<file path="config.mk">
export PLATFORM = sky130hd
export DESIGN_NAME = shift_add_multiplier
export DESIGN_NICKNAME = d
export VERILOG_FILES = /design/src/rtl/mult_pkg.sv /design/src/rtl/ripple_adder.sv /design/src/rtl/shift_add_multiplier.sv
export SDC_FILE = /design/constraint.sdc
export NUM_CORES = 1
export LEC_CHECK = 0
export CAP_MARGIN = 25
export CORE_UTILIZATION = 40
export CTS_BUF_LIST = sky130_fd_sc_hd__clkbuf_8
export DETAILED_ROUTE_END_ITERATION = 16
export DONT_BUFFER_PORTS = 1
export GPL_TIMING_DRIVEN = 0
export MAX_ROUTING_LAYER = met4
export PLACE_DENSITY = 0.63
export RECOVER_POWER = 100
export SYNTH_ARGS = -nofsm -noshare
export SYNTH_HDL_FRONTEND = slang
export SYNTH_HIERARCHICAL = 1
export SYNTH_SLANG_ARGS = --single-unit
</file>
<file path="constraint.sdc">
create_clock -name clk -period 2.4 [get_ports clk]
set_input_delay 0.6 -clock clk [delete_from_list [all_inputs] [get_ports clk]]
set_output_delay 0.6 -clock clk [all_outputs]
set_load 0.01 [all_outputs]
</file>
<file path="src/rtl/mult_pkg.sv">
// rtl/mult_pkg.sv - shared types, constants and helpers for the shift-add multiplier
//
// Purpose: state encoding, default operand width and a constant-evaluable
//          clog2 used to size the iteration counter.
// Ports:   none (package).
package mult_pkg;

  localparam int DEFAULT_WIDTH = 4;

  typedef enum logic [1:0] {
    IDLE = 2'd0,
    CALC = 2'd1,
    DONE = 2'd2
  } state_t;

  // Ceiling log2, never below 1 so it can size a vector directly.
  function automatic int clog2(input int value);
    int r;
    int v;
    r = 0;
    v = value - 1;
    while (v > 0) begin
      r = r + 1;
      v = v >> 1;
    end
    if (r < 1) r = 1;
    return r;
  endfunction

endpackage

</file>
<file path="src/rtl/ripple_adder.sv">
// rtl/ripple_adder.sv - WIDTH-bit ripple-carry adder
//
// Purpose: combinational unsigned adder built from a chain of full adders.
// Ports:
//   a, b  WIDTH-bit addends
//   cin   carry in
//   sum   WIDTH-bit sum
//   cout  carry out of the most significant bit
module ripple_adder #(
  parameter int WIDTH = 4
) (
  input  logic [WIDTH-1:0] a,
  input  logic [WIDTH-1:0] b,
  input  logic             cin,
  output logic [WIDTH-1:0] sum,
  output logic             cout
);

  logic [WIDTH:0] carry;

  assign carry[0] = cin;

  for (genvar i = 0; i < WIDTH; i++) begin : g_fa
    assign sum[i]     = a[i] ^ b[i] ^ carry[i];
    assign carry[i+1] = (a[i] & b[i]) | (carry[i] & (a[i] ^ b[i]));
  end

  assign cout = carry[WIDTH];

endmodule

</file>
<file path="src/rtl/shift_add_multiplier.sv">
// rtl/shift_add_multiplier.sv - sequential unsigned shift-and-add multiplier
//
// Purpose: WIDTH x WIDTH unsigned multiply, one partial-product step per
//          clock, with a start/done handshake and a held product register.
// Ports:
//   clk      rising-edge clock
//   rst      synchronous active-high reset
//   start    request, sampled only while idle
//   a, b     multiplicand / multiplier, captured on the accepting edge
//   busy     high while an operation is in flight (CALC or DONE)
//   done     one-cycle pulse, product valid
//   product  2*WIDTH-bit result, held until the next operation completes
module shift_add_multiplier
  import mult_pkg::*;
#(
  parameter int WIDTH = DEFAULT_WIDTH
) (
  input  logic               clk,
  input  logic               rst,
  input  logic               start,
  input  logic [WIDTH-1:0]   a,
  input  logic [WIDTH-1:0]   b,
  output logic               busy,
  output logic               done,
  output logic [2*WIDTH-1:0] product
);

  localparam int CW = clog2(WIDTH + 1);
  localparam logic [CW-1:0] LAST_ITER = CW'(WIDTH - 1);

  state_t state;
  state_t state_next;

  logic [WIDTH-1:0]   mcand;
  logic [WIDTH-1:0]   hi;
  logic [WIDTH-1:0]   lo;
  logic [CW-1:0]      cnt;
  logic [WIDTH-1:0]   addend;
  logic [WIDTH-1:0]   sum;
  logic               cout;
  logic [2*WIDTH-1:0] acc_shifted;
  logic               last_iter;

  // The low multiplier bit selects whether this step adds the multiplicand.
  assign addend = lo[0] ? mcand : '0;

  ripple_adder #(
    .WIDTH(WIDTH)
  ) u_adder (
    .a    (hi),
    .b    (addend),
    .cin  (1'b0),
    .sum  (sum),
    .cout (cout)
  );

  // {cout, sum, lo} shifted right by one: the carry becomes the new top bit,
  // so it is never lost, and sum[0] moves into the low half.
  assign acc_shifted = {cout, sum, lo[WIDTH-1:1]};
  assign last_iter   = (cnt == LAST_ITER);

  always_ff @(posedge clk) begin
    if (rst) begin
      state <= IDLE;
    end else begin
      state <= state_next;
    end
  end

  always_comb begin
    state_next = state;
    case (state)
      IDLE:    if (start) state_next = CALC;
      CALC:    if (last_iter) state_next = DONE;
      DONE:    state_next = IDLE;
      default: state_next = IDLE;
    endcase
  end

  always_ff @(posedge clk) begin
    if (rst) begin
      mcand   <= '0;
      hi      <= '0;
      lo      <= '0;
      cnt     <= '0;
      product <= '0;
    end else begin
      case (state)
        IDLE: begin
          if (start) begin
            mcand <= a;
            hi    <= '0;
            lo    <= b;
            cnt   <= '0;
          end
        end
        CALC: begin
          {hi, lo} <= acc_shifted;
          cnt      <= cnt + CW'(1);
          if (last_iter) begin
            product <= acc_shifted;
          end
        end
        default: begin
        end
      endcase
    end
  end

  assign busy = (state != IDLE);
  assign done = (state == DONE);

endmodule
</file>
Yosys cells after proc, flatten, opt, wreduce, memory -nomap -nowiden
Cells that the tools add are included.
- add/subtract/negate cells: 1
- bitwise operators: 17
- reduce and logical (&&, ||, !) cells: 7
- eq/ne operators: 5
- multiplexer cells: 10
- operators by type and width (kind ; count):
    4-bit case mux with 2 select lines ; 2
    4-bit two-way mux ; 3
    2-bit AND reduction ; 4
    1-bit AND ; 7
    1-bit XOR ; 7
    3-bit case mux with 2 select lines ; 1
    2-bit two-way mux ; 2
    2-bit inequality test, second input constant ; 2
    2-bit case mux with 2 select lines ; 1
    2-bit nonzero test ; 2
    3-bit by 1-bit adder with 3-bit output, second input constant ; 1
    3-bit by 2-bit equality test with 1-bit output, second input constant ; 1
    3-bit two-way mux ; 1
    1-bit bitwise OR ; 3
    2-bit by 1-bit equality test with 1-bit output, second input constant ; 1
    2-bit equality test, second input constant ; 1
    2-bit logical NOT ; 1
- word-level logic and storage cells: 46
- flip-flop bits (word level): 25
- bits of input ports: 11

Depth between registers and ports, before layout
Gate-level depths: netlist of run 1.
- depth in word-level cells: 9
- mapped depth: 11
- mapped depth without buffers: 11

Modules after synthesis
Netlist of run 1, hierarchy kept.
- modules (own cells, without submodules) (module ; area an instance (um^2) ; cells each ; times used):
    shift_add_multiplier ; 1026.0 ; 112 ; 1
    ripple_adder ; 117.6 ; 14 ; 1

Worst setup path after synthesis of run 1
Ideal clock, no wire load.
- path kind: register to register
- start: register lo[0]
- end: register hi[2]
- stages on the path, launching flop included: 12
- path slack: 227 ps
- required time: 2335 ps
- setup time: 65 ps
- arrival: 2108 ps
- cell sequence: dfxtp_1 > and2_1 > fa_1 > inv_1 > fa_1 > inv_1 > fa_1 > inv_1 > fa_1 > inv_1 > a22oi_1 > nor2_1
- cells in the longest elaborated chain, start to end: 8
- elaborated cells on any way between the ends: 13
- RTL lines (element ; line ; text):
    from (decl) ; shift_add_multiplier.sv:36 ; logic [WIDTH-1:0] lo;
    from (signal assigned) ; shift_add_multiplier.sv:98 ; {hi, lo} <= acc_shifted;
    4-bit two-way mux ; shift_add_multiplier.sv:45 ; assign addend = lo[0] ? mcand : '0;
    via addend[0] ; shift_add_multiplier.sv:38 ; logic [WIDTH-1:0] addend;
    1-bit AND (2 in a row) ; ripple_adder.sv:25 ; assign carry[i+1] = (a[i] & b[i]) | (carry[i] & (a[i] ^ b[i]));
    1-bit bitwise OR ; ripple_adder.sv:25 ;
    1-bit AND ; ripple_adder.sv:25 ;
    1-bit bitwise OR ; ripple_adder.sv:25 ;
    1-bit XOR ; ripple_adder.sv:24 ; assign sum[i] = a[i] ^ b[i] ^ carry[i];
    via sum[3] ; shift_add_multiplier.sv:39 ; logic [WIDTH-1:0] sum;
    4-bit case mux with 2 select lines ; shift_add_multiplier.sv:88 ; case (state)
    to (signal assigned) ; shift_add_multiplier.sv:98 ;
    to (decl) ; shift_add_multiplier.sv:35 ; logic [WIDTH-1:0] hi;
The timed path passes the listed nets, and every way through them passes these cells.
A chain may end at the register's enable or synchronous reset.

Worst setup path after layout of run 1
Same ends and word-level chain as after synthesis.

==> results.sh, run 1 <==
export IMPL_grt_total_usage_pct=14.83
export IMPL_netlist_area_sq_mm=0.001144
export IMPL_clk_latency_ns=0.26
export IMPL_core_area_sq_mm=0.002734
export IMPL_grt_setup_unrepaired="no"
export IMPL_drc=0
export IMPL_first_pass_iters=4
export IMPL_yosysUniqueCellTypes=24
export IMPL_holdBufCountCts=0
export IMPL_worstHoldPathType="reg -> reg"
export IMPL_synth_top_area_share_pct=43.76
export IMPL_start_util_pct=41.83
export IMPL_die_area_sq_mm=0.003077
export IMPL_grt_pass1_vias=823
export IMPL_finalCritPeriodShare_pct=95.20
export IMPL_final_max_slew_viol_count=0
export IMPL_clkSinkCount=25
export IMPL_hold_viol_final=0
export IMPL_post_drt_wl_per_cell_um=12.89
export IMPL_worstSetupPathType="reg -> reg"
export IMPL_setup_tns_final_ns=0
export IMPL_max_stage_delay_ns=0.49
export IMPL_gp_routability_congestion=0.7914
export IMPL_critPathArrivalTime_ns=2.43
export IMPL_path_clk_slew_ns=0.09
export IMPL_dp_cells=157
export IMPL_vias=796
export IMPL_grt_max_degree=15
export IMPL_status="complete, no violations"
export IMPL_wirelength_mm=2.076
export IMPL_antenna_found_initial=0
export IMPL_critPathLaunchType="flop"
export IMPL_worst_pin_slew_ns=0.8334
export IMPL_critical_path_endpoint_type="flop"
export IMPL_yosys_top_cells_area="dfxtp_1, mux2i_1, fa_1"
export IMPL_cts_tree="yes"
export IMPL_fin_nets=148
export IMPL_viasPerCell=4.944
export IMPL_clockBufferDepth=2
export IMPL_grt_ovfl_total=0
export IMPL_finalCriticalPeriod_ns=2.285
export IMPL_drive_gt1_share_pct=10.77
export IMPL_grt_pass1_wl_mm=3.532
export IMPL_antennaDiodeCount=0
export IMPL_die_width_um=55.47
export IMPL_synth_ff_latch_count=25
export IMPL_synth_net_count=143
export IMPL_cp_slowest_cell="fa_1"
export IMPL_die_y_um=55.47
export IMPL_ant_nets=0
export IMPL_yosysTopAreaCell="dfxtp_1"
export IMPL_cts_root_buf="clkbuf_8"
export IMPL_fin_cells=161
export IMPL_cp_data_required_time_ns=2.55
export IMPL_crit_chain="and2_4, fa_2, inv_1, fa_1, inv_1, fa_2, inv_2, fa_1, inv_2, a22oi_1, nor2_1"
export IMPL_cts_setup_buffers=0
export IMPL_fin_skew_ns=0.002662
export IMPL_setup_viol=0
export IMPL_io_pin_count=21
export IMPL_max_freq_ghz=0.4377
export IMPL_power_density_mw_per_mm2=620.6
export IMPL_ir_drop_mv=0.3797
export IMPL_drt_iter0_markers=23
export IMPL_area_growth_pct=6.346
export IMPL_dp_hpwl_mm=1.526
export IMPL_yosysWarnings=6
export IMPL_seq_area_frac_synth_pct=43.76
export IMPL_fin_hold_ws_ns=0.4767
export IMPL_p_leak_nw=0.4770
export IMPL_numCtsBuffers=3
export IMPL_synth_cells=126
export IMPL_maxSlewHeadroom_pct=44.32
export IMPL_p_total_mw=0.7548
export IMPL_num_rows=19
export IMPL_io_buffers=0
export IMPL_critPathMaxFanout=5
export IMPL_cts_htree_levels=1
export IMPL_fill_cells=290
export IMPL_maxCapViolCount=0
export IMPL_syn_area_per_cell_sq_um=9.076
synth_stat cells:
cell type and instances:
a211oi_1 5, a21oi_1 8, a22oi_1 6, and2_1 4
and3b_1 1, buf_2 2, buf_4 1, buf_6 2
clkbuf_1 3, conb_1 1, dfxtp_1 25, fa_1 4
ha_1 2, inv_1 13, mux2i_1 9, nand2_1 16
nand3b_1 1, nor2_1 16, nor2b_1 2, nor3_1 1
nor3b_4 1, o21ba_2 1, o21bai_1 1, or2_2 1
kinds of logic (layout without fill, tap and decap cells):
family	Yosys count	in the layout	share of synthesized area (%)
other	1	1	0.3279
adder cells (fa/ha/maj)	6	6	9.190
flip-flops	25	25	43.76
buffers and inverters	21	25	8.753
AND/OR/NAND/NOR	43	43	17.83
multiplexers	9	9	7.878
AO/OA/AOI/OAI	21	21	12.25
flip-flops by register name, indices dropped and copies added, names as in the netlist:
register / cells
lo: 4
product: 8
state: 2
hi: 4
mcand: 4
cnt: 3
timing repair:
item                       CTS  global route
gates resized for setup      0             8
hold endpoints to repair     0             0
setup endpoints to repair    0             2
final timing paths:
kind,start,endpoint,slack [ns],depth (start not counted)
min,lo[1],product[0],0.48,2
max,lo[0],hi[2],0.12,11
min reg2reg,lo[1],product[0],0.48,2
max reg2reg,lo[0],hi[2],0.12,11
per-stage QoR:
stage / setup slack (ns) / area, sq um / util, %
global route: 0.01174 / 1216 / 44.49
finish: 0.1152 / 1216 / 44.49
detailed placement: 0.04291 / 1182 / 43.25
floorplan: 0.2267 / 1144 / -
CTS: 0.007309 / 1229 / 44.94
global placement: 0.1079 / 1182 / 43.25
report_power, final:
part	leakage (nW)	switching (mW)	total, mW	internal (mW)
Combinational	0.247	0.0374	0.0659	0.0286
Clock	0.0255	0.133	0.249	0.116
Sequential	0.204	0.0109	0.440	0.429
cell usage in the layout (no fill, tap or decap), drive strengths merged:
cell / netlist / routed
nor2: 16 / 16
clkinv: 0 / 1
a21oi: 8 / 8
ha: 2 / 2
nor3b: 1 / 1
o21ba: 1 / 1
a211oi: 5 / 5
dfxtp: 25 / 25
a22oi: 6 / 6
inv: 13 / 13
fa: 4 / 4
nor3: 1 / 1
or2: 1 / 1
nand2: 16 / 16
nor2b: 2 / 2
conb: 1 / 1
clkbuf: 3 / 9
o21bai: 1 / 1
and3b: 1 / 1
and2: 4 / 4
mux2i: 9 / 9
nand3b: 1 / 1
buf: 5 / 2
area by class of cell:
type	count	area [sq um]	area share, %
multi-input combinational	80	539.3	44.34
sequential	25	504.2	41.46
inverter	13	48.80	4.012
clock buffer	3	41.29	3.395
buffer	8	38.79	3.189
tap	31	38.79	3.189
clock inverter	1	5.005	0.4115
routing by layer:
layer / up-vias / wire length, um / track usage (%)
met3: 2 / 83 / 3.279
met1: 364 / 996 / 18.25
met2: 14 / 986 / 24.44
met4: 0 / 10 / 4.286
li1: 416 / - / -
met5: - / 0 / -
critical path: cells and delay by family, from the launching register on:
family,cells,cell delay [ns]
flip-flops,1,0.38
AND/OR/NAND/NOR,2,0.22
buffers and inverters,4,0.21
AO/OA/AOI/OAI,1,0.16
adder cells (fa/ha/maj),4,1.22
No activity file was read; power rests on OpenSTA's default activity.
==> inputs of run 2 (changes only) <==
- GPL_TIMING_DRIVEN: 0 -> unset
==> run 2 against run 1 <==
  * Combinational power is 18% lower
  * Via count is 0.25% higher
  * Worst hold slack worse by 0.084 ns
  * Power is 2.2% lower
  * Sequential power hardly changed
  * Setup slack worse by 0.043 ns
  * Critical path type unchanged
==> results.sh, run 2 (synthesis gave the netlist of run 1 again) <==
export IMPL_status="complete, no violations"
export IMPL_drive_gt1_share_pct=12.20
export IMPL_cts_tree="yes"
export IMPL_viasPerCell=5.182
export IMPL_drt_iter0_markers=13
export IMPL_max_stage_delay_ns=0.53
export IMPL_num_rows=19
export IMPL_grt_total_usage_pct=15.06
export IMPL_crit_chain="and2_4, fa_2, inv_2, fa_1, inv_1, fa_2, inv_2, fa_1, inv_2, a22oi_2, nor2_1"
export IMPL_holdBufCountCts=0
export IMPL_ant_nets=0
export IMPL_numCtsBuffers=3
export IMPL_fin_hold_ws_ns=0.3929
export IMPL_wirelength_mm=2.092
export IMPL_power_density_mw_per_mm2=619.2
export IMPL_fin_nets=141
export IMPL_path_clk_slew_ns=0.08
export IMPL_dp_hpwl_mm=1.529
export IMPL_finalCritPeriodShare_pct=96.98
export IMPL_fin_skew_ns=0.001459
export IMPL_setup_viol=0
export IMPL_worstHoldPathType="in -> reg"
export IMPL_grt_pass1_wl_mm=3.491
export IMPL_grtUsageMet3_pct=3.513
export IMPL_gp_routability_congestion=0.7501
export IMPL_io_pin_count=21
export IMPL_ir_drop_mv=0.3388
export IMPL_critPathArrivalTime_ns=2.49
export IMPL_worstSetupPathType="reg -> reg"
export IMPL_die_area_sq_mm=0.003077
export IMPL_crit_buf_inv=4
export IMPL_clk_latency_ns=0.26
export IMPL_start_util_pct=41.83
export IMPL_crit_family="adder cells"
export IMPL_p_leak_nw=0.4691
export IMPL_worst_pin_slew_ns=0.8204
export IMPL_die_y_um=55.47
export IMPL_critPathLaunchType="flop"
export IMPL_core_area_sq_mm=0.002734
export IMPL_grt_ovfl_total=0
export IMPL_post_drt_wl_per_cell_um=13.58
export IMPL_antenna_found_initial=0
export IMPL_clkSinkCount=25
export IMPL_grt_use_met2_pct=24.44
export IMPL_critPathMaxFanout=4
export IMPL_max_freq_ghz=0.4296
export IMPL_cts_htree_levels=1
export IMPL_die_width_um=55.47
export IMPL_hold_viol_final=0
export IMPL_cp_data_required_time_ns=2.56
export IMPL_dp_cells=149
export IMPL_grt_pass1_vias=805
export IMPL_first_pass_iters=4
export IMPL_drc=0
export IMPL_vias=798
export IMPL_setup_tns_final_ns=0
export IMPL_grt_busiest_layer="met2"
export IMPL_antennaDiodeCount=0
export IMPL_cts_root_buf="clkbuf_8"
export IMPL_final_cell_mix="dfxtp_1, nor2_1, nand2_1"
export IMPL_fill_cells=279
export IMPL_largest_reg_flops=8
export IMPL_maxSlewHeadroom_pct=45.19
export IMPL_final_common_cell="dfxtp_1"
export IMPL_clockBufferDepth=2
export IMPL_worst_path_most_repeated_cell="inv_2"
export IMPL_fin_cells=154
export IMPL_area_growth_pct=4.267
export IMPL_finalCriticalPeriod_ns=2.328
export IMPL_cp_slowest_cell="fa_1"
export IMPL_final_max_slew_viol_count=0
export IMPL_maxCapViolCount=0
export IMPL_io_buffers=0
export IMPL_critical_path_endpoint_type="flop"
export IMPL_top_register="product"
export IMPL_grt_use_met1_pct=18.33
export IMPL_grt_max_degree=26
[run 2: changes by cell type in the layout (fill, tap and decap cells not counted), sizes merged]
cell	before	now
clkbuf	9	3
buf	2	1
clkinv	1	0
inv	13	14
[run 2: worst paths after layout]
path	start	to	slack [ns]	cells past startpoint
setup / recovery	lo[0]	hi[2]	0.07	11
hold / removal	rst	product[6]	0.39	1
setup reg to reg	lo[0]	hi[2]	0.07	11
hold reg to reg	lo[1]	product[0]	0.47	2
[run 2: per-stage QoR]
| step | worst slack, ns | total power [mW] | cell area [sq um] | util [%] |
|---|---|---|---|---|
| 2_1_floorplan | 0.2267 | 0.5035 | 1144 | - |
| 3_3_place_gp | 0.1738 | 0.5026 | 1131 | 41.37 |
| 3_5_place_dp | 0.03543 | 0.5061 | 1131 | 41.37 |
| 4_1_cts | 0.02013 | 0.7444 | 1176 | 43.02 |
| 5_1_grt | -0.01351 | 0.7703 | 1192 | 43.62 |
| 6_report | 0.07243 | 0.7383 | 1192 | 43.62 |
[run 2: final cells by class]
cell class	instances	area, sq um	area share [%]
Clock buffer	3	41.29	3.463
Clock inverter	1	3.754	0.3148
Inverter	13	48.80	4.092
Multi-Input combinational cell	80	550.5	46.17
Sequential cell	25	501.7	42.08
Tap cell	31	38.79	3.253
Timing Repair Buffer	1	7.507	0.6296
[run 2: routing by layer]
metal  vias to the layer above  share of wire, %
li1                        403                 -
met2                        17                51
met1                       376                44
met3                         2               3.5
met5                         -                 0
met4                         0              0.48
[run 2: timing repair]
action	4_1_cts	5_1_grt
gates resized for setup	0	11
setup buffers	0	1
setup endpoints to repair	0	2
[run 2: where the power goes]
group	leakage (nW)	internal, mW	switching [mW]	total [mW]
Combinational	0.238	0.0262	0.0281	0.0543
Clock	0.0269	0.114	0.127	0.241
Sequential	0.204	0.429	0.0138	0.443
Total	0.469	0.570	0.169	0.738
